--- src/rtl/imul_seq_param.sv ---
// Sequential shift-and-add multiplier retiring STEP multiplier bits per clock.
// Optional two's-complement mode is built in when IMUL_SIGNED_EN is defined.
module imul_seq_param #(
    parameter int NB   = 16,
    parameter int STEP = 1
) (
    input  logic              Clock,
    input  logic              Reset,
    input  logic              iStart,
    input  logic [NB-1:0]     iA,
    input  logic [NB-1:0]     iB,
`ifdef IMUL_SIGNED_EN
    input  logic              iSigned,
`endif
    output logic              oReady,
    output logic              oDone,
    output logic [2*NB-1:0]   oResult
);

    localparam int N  = NB / STEP;
    localparam int CW = $clog2(N) + 1;

    typedef enum logic [1:0] {IDLE, BUSY, DONE} state_t;

    state_t            state;
    logic [NB-1:0]     mcand;
    logic [NB-1:0]     mplier;
    logic [2*NB-1:0]   acc;
    logic [CW-1:0]     cnt;
    logic [NB+STEP-1:0] prod;
    logic [2*NB-1:0]   pp;

`ifdef IMUL_SIGNED_EN
    logic              neg;
    logic [NB-1:0]     abs_a;
    logic [NB-1:0]     abs_b;

    // Magnitude of the most-negative value is 2^(NB-1), still exact as unsigned NB bits.
    always_comb begin
        abs_a = iA;
        abs_b = iB;
        if (iSigned && iA[NB-1]) abs_a = ~iA + NB'(1);
        if (iSigned && iB[NB-1]) abs_b = ~iB + NB'(1);
    end
`endif

    always_comb begin
        prod = (NB+STEP)'(mcand) * (NB+STEP)'(mplier[STEP-1:0]);
        pp   = (2*NB)'(prod) << (cnt * STEP);
    end

    always_ff @(posedge Clock) begin
        if (Reset) begin
            state   <= IDLE;
            oReady  <= 1'b1;
            oDone   <= 1'b0;
            oResult <= '0;
            acc     <= '0;
            cnt     <= '0;
            mcand   <= '0;
            mplier  <= '0;
`ifdef IMUL_SIGNED_EN
            neg     <= 1'b0;
`endif
        end else begin
            case (state)
                IDLE: begin
                    oDone <= 1'b0;
                    if (iStart) begin
`ifdef IMUL_SIGNED_EN
                        mcand  <= abs_a;
                        mplier <= abs_b;
                        neg    <= iSigned & (iA[NB-1] ^ iB[NB-1]);
`else
                        mcand  <= iA;
                        mplier <= iB;
`endif
                        acc    <= '0;
                        cnt    <= '0;
                        oReady <= 1'b0;
                        state  <= BUSY;
                    end
                end
                BUSY: begin
                    acc    <= acc + pp;
                    mplier <= mplier >> STEP;
                    cnt    <= cnt + CW'(1);
                    if (cnt == CW'(N - 1)) state <= DONE;
                end
                DONE: begin
`ifdef IMUL_SIGNED_EN
                    oResult <= neg ? (~acc + (2*NB)'(1)) : acc;
`else
                    oResult <= acc;
`endif
                    oDone  <= 1'b1;
                    oReady <= 1'b1;
                    state  <= IDLE;
                end
                default: begin
                    state  <= IDLE;
                    oReady <= 1'b1;
                    oDone  <= 1'b0;
                end
            endcase
        end
    end

endmodule

--- config.mk ---
export PLATFORM = sky130hd
export DESIGN_NAME = imul_seq_param
export DESIGN_NICKNAME = d
export VERILOG_FILES = /design/src/rtl/imul_seq_param.sv
export SDC_FILE = /design/constraint.sdc
export NUM_CORES = 1
export LEC_CHECK = 0
export ABC_AREA = 1
export CORE_MARGIN = 10
export CORE_UTILIZATION = 40
export CTS_BUF_LIST = sky130_fd_sc_hd__clkbuf_4 sky130_fd_sc_hd__clkbuf_8
export DETAILED_ROUTE_END_ITERATION = 6
export GPL_TIMING_DRIVEN = 0
export HOLD_SLACK_MARGIN = 0.15
export PLACE_DENSITY = 0.69
export SLEW_MARGIN = 20
export SYNTH_ARGS = -nofsm -noshare
export SYNTH_HDL_FRONTEND = slang
export SYNTH_SLANG_ARGS = --single-unit
--- constraint.sdc ---
create_clock -name Clock -period 2.85 [get_ports Clock]
set_input_delay 0.4275 -clock Clock [delete_from_list [all_inputs] [get_ports Clock]]
set_output_delay 0.4275 -clock Clock [all_outputs]
set_load 0.01 [all_outputs]
# After elaboration in Yosys (flattened, before gate mapping)
# Index checks and enable logic that the tools add are counted.
[totals]
out_inout_bits = 34
inputBits = 35
word_cells = 36
reg_bits = 105
[op_classes]
n_eq_ne = 5
bitwise = 1
shift = 1
n_reduce_logical = 6
n_mux = 12
addsub = 2
n_mul = 1
[op_table]
columns = ["operator", "count"]
rows = [
  ["32-bit one-hot mux with 2 select lines", 1],
  ["32-bit adder", 1],
  ["32-bit two-way mux", 1],
  ["16-bit one-hot mux with 2 select lines", 1],
  ["17-bit by 5-bit << shifter with 32-bit output", 1],
  ["16-bit by 1-bit multiplier with 17-bit output", 1],
  ["16-bit two-way mux", 1],
  ["5-bit one-hot mux with 2 select lines", 1],
  ["2-bit AND reduction", 4],
  ["5-bit by 1-bit adder with 5-bit output, second input constant", 1],
  ["5-bit by 4-bit equality test with 1-bit output, second input constant", 1],
  ["5-bit two-way mux", 1],
  ["2-bit two-way mux", 2],
  ["2-bit inequality test, second input constant", 2],
  ["1-bit one-hot mux with 2 select lines", 2],
  ["2-bit one-hot mux with 2 select lines", 1],
  ["2-bit by 1-bit equality test with 1-bit output, second input constant", 1],
  ["2-bit equality test, second input constant", 1],
  ["2-bit zero test", 1],
  ["2-bit nonzero test", 1],
  ["1-bit two-way mux", 1],
  ["1-bit NOT", 1],
]

# Logic depth before layout (Yosys ltp)
[logic_depth]
word_depth = 4
depth_mapped = 26
depth_no_buf = 25

# Least setup slack after synthesis
# No wires, ideal clock.
[synth_timing]
kind = "flip-flop to flip-flop"
start = "reg cnt[3]"
end = "reg acc[30]"
setup_time_ns = 0.132
t_arrival_ns = 2.476
path_slack_ns = 0.241
period_less_slack_ns = 2.609
stages_incl_launch_ff = 18
required_ns = 2.718
n_path_buf = 1
cell_sequence = "dfxtp_1 -> clkbuf_1 -> nor2_1 -> inv_1 -> nor2_1 -> ha_1 -> inv_1 -> fa_1 -> o21ai_2 -> nand2_2 -> nand2_2 -> nand3_2 -> nand2_2 -> nand2_1 -> nand2_1 -> nand2_1 -> nand3_1 -> a21oi_1"
[synth_between]
elab_chain_len = 3
[synth_lines]
columns = ["item", "line", "source"]
rows = [
  ["from (decl)", "29", "logic [CW-1:0] cnt;"],
  ["from (signal assigned)", "87", "cnt <= cnt + CW'(1);"],
  ["17-bit by 5-bit << shifter with 32-bit output", "49", "pp = (2*NB)'(prod) << (cnt * STEP);"],
  ["32-bit adder", "85", "acc <= acc + pp;"],
  ["32-bit one-hot mux with 2 select lines", "66", "case (state)"],
  ["to (signal assigned)", "85", ""],
  ["to (decl)", "28", "logic [2*NB-1:0] acc;"],
]
# Every way passes these cells.
# A chain may end at the register's enable or synchronous reset.

# Worst setup path in the final report
[layout_timing]
start = "reg cnt[0]"
end = "reg acc[27]"
# The elaborated chain is that of the path after synthesis.

==> reports/qor.csv <==
stage;metric;value;unit
routing;Pre-antenna DRT Iters;5;
yosys;cells after synthesis;1077;
min_path;Tightest Hold Check Type;reg2reg;
sta;fmax;0.325;GHz
clocking;deepest clock path buffer count;2;
clocking;Num CTS Buffers;9;
yosys;Synth warnings;0;
pwr;VDD IR max;0.240;mV
routing;Detail Route Antenna Nets;0;
cells_and_area;Area Overhead vs Synth;48.2;%
clocking;TritonCTS clock tree;yes;
setup_path;worst-path cell chain;inv_6, buf_8, nand2_4, nand2_4, nor2_2, a31oi_4, o21ai_2, o21ai_2, nor2_1, ha_1, buf_6, nand4_1, buf_4, nor3_4, nand3_1, nand3b_1, nand3_2, a21oi_1;
yosys;Yosys reg bits;105;
yosys;sequential cell area fraction in the yosys report;31.1;%
setup_path;Crit Path Category;reg2reg;
sta;unrepaired setup endpoints after global routing;yes;
clocking;worst skew pair latency;0.41;ns
floorplan;total die area;0.0225;sq mm
min_path;HP Start;mplier[15];
routing;drc violations;0;
cells_and_area;register area;0.00211;sq mm
floorplan;Starting Density;40.8;%
cells_and_area;Final Util;60.5;%
clocking;CTS Hold Bufs;0;
setup_path;CP max-delay cell;ha_1;
sta;setup slack after layout;-0.223;ns
cells_and_area;layout cells sized above 1;33.8;%
yosys;synthesized net count;1147;
global_routing;Most Crowded Layer GR;met2;
global_routing;antenna violations before repair;0;
pwr;leakage power figure;3.97;nW
sta;Layout Skew;0.0156;ns
routing;DR vias;8070;
global_routing;Overflow after GRT;0;
global_routing;largest net degree at the start of global routing;20;
cells_and_area;design area;0.0100;sq mm
cells_and_area;multi-input gate area in the final layout;0.00578;sq mm
sta;Slew HR;45.5;%
yosys;Post-Syn Area;0.00677;sq mm
clocking;H-tree depth;3;
global_routing;met1 Usage GRT;29.3;%
sta;crit share post-route;108;%
routing;drt wl/cell;18.1;microns
pwr;Power Total;3.33;mW
cells_and_area;Fillers;1489;
yosys;library cell with the largest summed area after synthesis;dfxtp_1;
global_routing;met3 usage;4.62;%
routing;vias per cell;5.61;
placement;DP Worst Slack;-0.493;ns
setup_path;CP max FO;7;
run_status;failing checks;setup timing;
yosys;Synth cell types;44;
placement;HPWL after detailed placement;17.8;mm
pwr;PD cells;332;mW/mm^2
clocking;Worst-path clk slew;0.12;ns
sta;Fin. Hold Viols;0;
floorplan;site row count;47;
setup_path;r2r startpoint;cnt[0];
placement;GPL Wtd Cong;0.987;
yosys;Synth area leaders;dfxtp_1, nand2_1, nor2_1, o21ai_0, a21oi_1;
run;Max Cap Violations;0;
placement;port buffer count;67;
placement;DP Area;0.00771;sq mm
yosys;Avg Cell Area, Syn;6.29;sq um
global_routing;M2 GR Usage;32.7;%
cells_and_area;# diodes;0;
setup_path;worst setup path startpoint;cnt[0];
setup_path;Largest stage delay, worst path;0.40;ns
floorplan;CORE AREA;0.0166;sq mm
yosys;Top FF cell, synth;dfxtp_1;
global_routing;GRT Total Usage;21.4;%
cells_and_area;nets@finish;1283;
floorplan;die width;150;microns
setup_path;nature of the critical path startpoint;flop;
setup_path;Required @ worst endpoint;3.18;ns
sta;Worst Tran Pin Value;0.818;ns
floorplan;chip height;150;microns
setup_path;Worst Path Arrival;3.41;ns
global_routing;vias in the first global route;7421;
sta;Slew Viols, Final;0;
yosys;top cell type's share of synthesized area;31.1;%
yosys;EDFF count, synth;0;
sta;endpoints failing setup;19;
run_status;run status;finished, violations left;
routing;final WL;26.0;mm
global_routing;first-pass GRT wire length;38.8;mm
yosys;Post-synth ARST share;0;%
sta;Final min period;3.07;ns
routing;drt initial violations;900;
setup_path;critical path endpoint category;flop;
clocking;clk root buf;clkbuf_8;
clocking;clk sinks;105;
floorplan;IO Pins;69;
## sequential cells by signal, indices dropped and copies added (netlist names)
| register | count |
|---|---|
| oReady | 1 |
| mplier | 16 |
| acc | 32 |
| oResult | 32 |
| mcand | 16 |
| oDone | 1 |
| state | 2 |
| cnt | 5 |
## cells by family after synthesis
group,synth area share (%)
and+or+nand+nor,34.1
AOI/OAI and AO/OA,20.7
muxes,0.444
adders and majority gates,6.58
buffers and inverters,7.10
DFF,31.1
## what timing repair did
| item | 4_1_cts | 5_1_grt |
|---|---|---|
| pin swaps | 62 | 97 |
| endpoints found under the setup margin | 27 | 27 |
| cloned | 3 | 0 |
| setup buffers | 45 | 12 |
| resized for setup | 182 | 265 |
## placed cells by master (no fill, tap or decap), drive strengths merged, types with 4 or more instances in the layout
cell type        n
o21bai           5
a21oi           95
dfxtp          105
o22ai            6
inv             70
clkbuf          42
nand3           62
clkdlybuf4s50   67
ha              34
nand2          294
a31oi           20
o21ai          122
nand4            5
nand3b           7
nor3             9
or2              9
o21a             4
buf             75
nor2           167
## report_power, final
| part | switching [mW] | total, mW | leakage, nW | internal, mW |
|---|---|---|---|---|
| combinational | 0.468 | 0.799 | 3.02 | 0.331 |
| sequential | 0.0446 | 1.56 | 0.856 | 1.52 |
| clock | 0.621 | 0.972 | 0.0931 | 0.351 |
| total | 1.13 | 3.33 | 3.97 | 2.20 |
## path summary, 6_finish.rpt
check	end	slack, ns	cells after the start
setup / recovery	acc[27]	-0.22	18
hold / removal	mplier[15]	0.48	2
hold reg to reg	mplier[15]	0.48	2
setup reg to reg	acc[27]	-0.22	18
## stage by stage
step,hold WS (ns),std cells,TNS [ns]
5_1_grt,0.502,1438,-4.61
3_3_place_gp,0.450,1364,-7.69
6_report,0.481,1438,-2.17
3_5_place_dp,0.454,1364,-7.80
4_1_cts,0.476,1428,-0.986
2_1_floorplan,0.441,1077,0
## area by class of cell
class	count	area share (%)
plain buffers	49	2.82
clock buffers	10	1.31
clock inverters	6	0.624
inverters	68	2.64
multi-input cells	855	57.6
flip-flops and latches	105	21.1
well taps	220	2.74
repair buffers	125	11.2
## cell usage after synthesis (2+ instances only)
cell type / number
or2_2: 7
ha_1: 34
or2_0: 2
clkbuf_1: 30
nor2_2: 2
nor2_1: 164
inv_2: 3
o22ai_1: 6
buf_2: 9
nand2_2: 8
o21ai_1: 13
a21oi_1: 94
buf_1: 3
nand4_1: 5
a221oi_1: 2
nand3b_1: 7
dfxtp_1: 105
a22oi_1: 3
o21a_1: 4
mux2i_1: 3
o21ai_2: 2
nand3_2: 3
nor3_1: 7
nand2_1: 286
buf_4: 6
inv_1: 64
o21ai_0: 107
o21bai_1: 5
a31oi_1: 20
nand3_1: 59
## metal layers
layer | routed length [microns] | up-vias
li1 | - | 3877
met1 | 11400 | 3763
met2 | 11400 | 361
met3 | 2270 | 69
met4 | 843 | 0
met5 | 0 | -
## worst max-delay path, delay by kind of cell (launching register included)
family          cells  cell delay, ns
simple gates        9            0.96
flops               1            0.39
compound gates      4            0.64
buf+inv             4            0.60
fa+ha+maj           1            0.40
No activity file was read; power rests on OpenSTA's default activity.
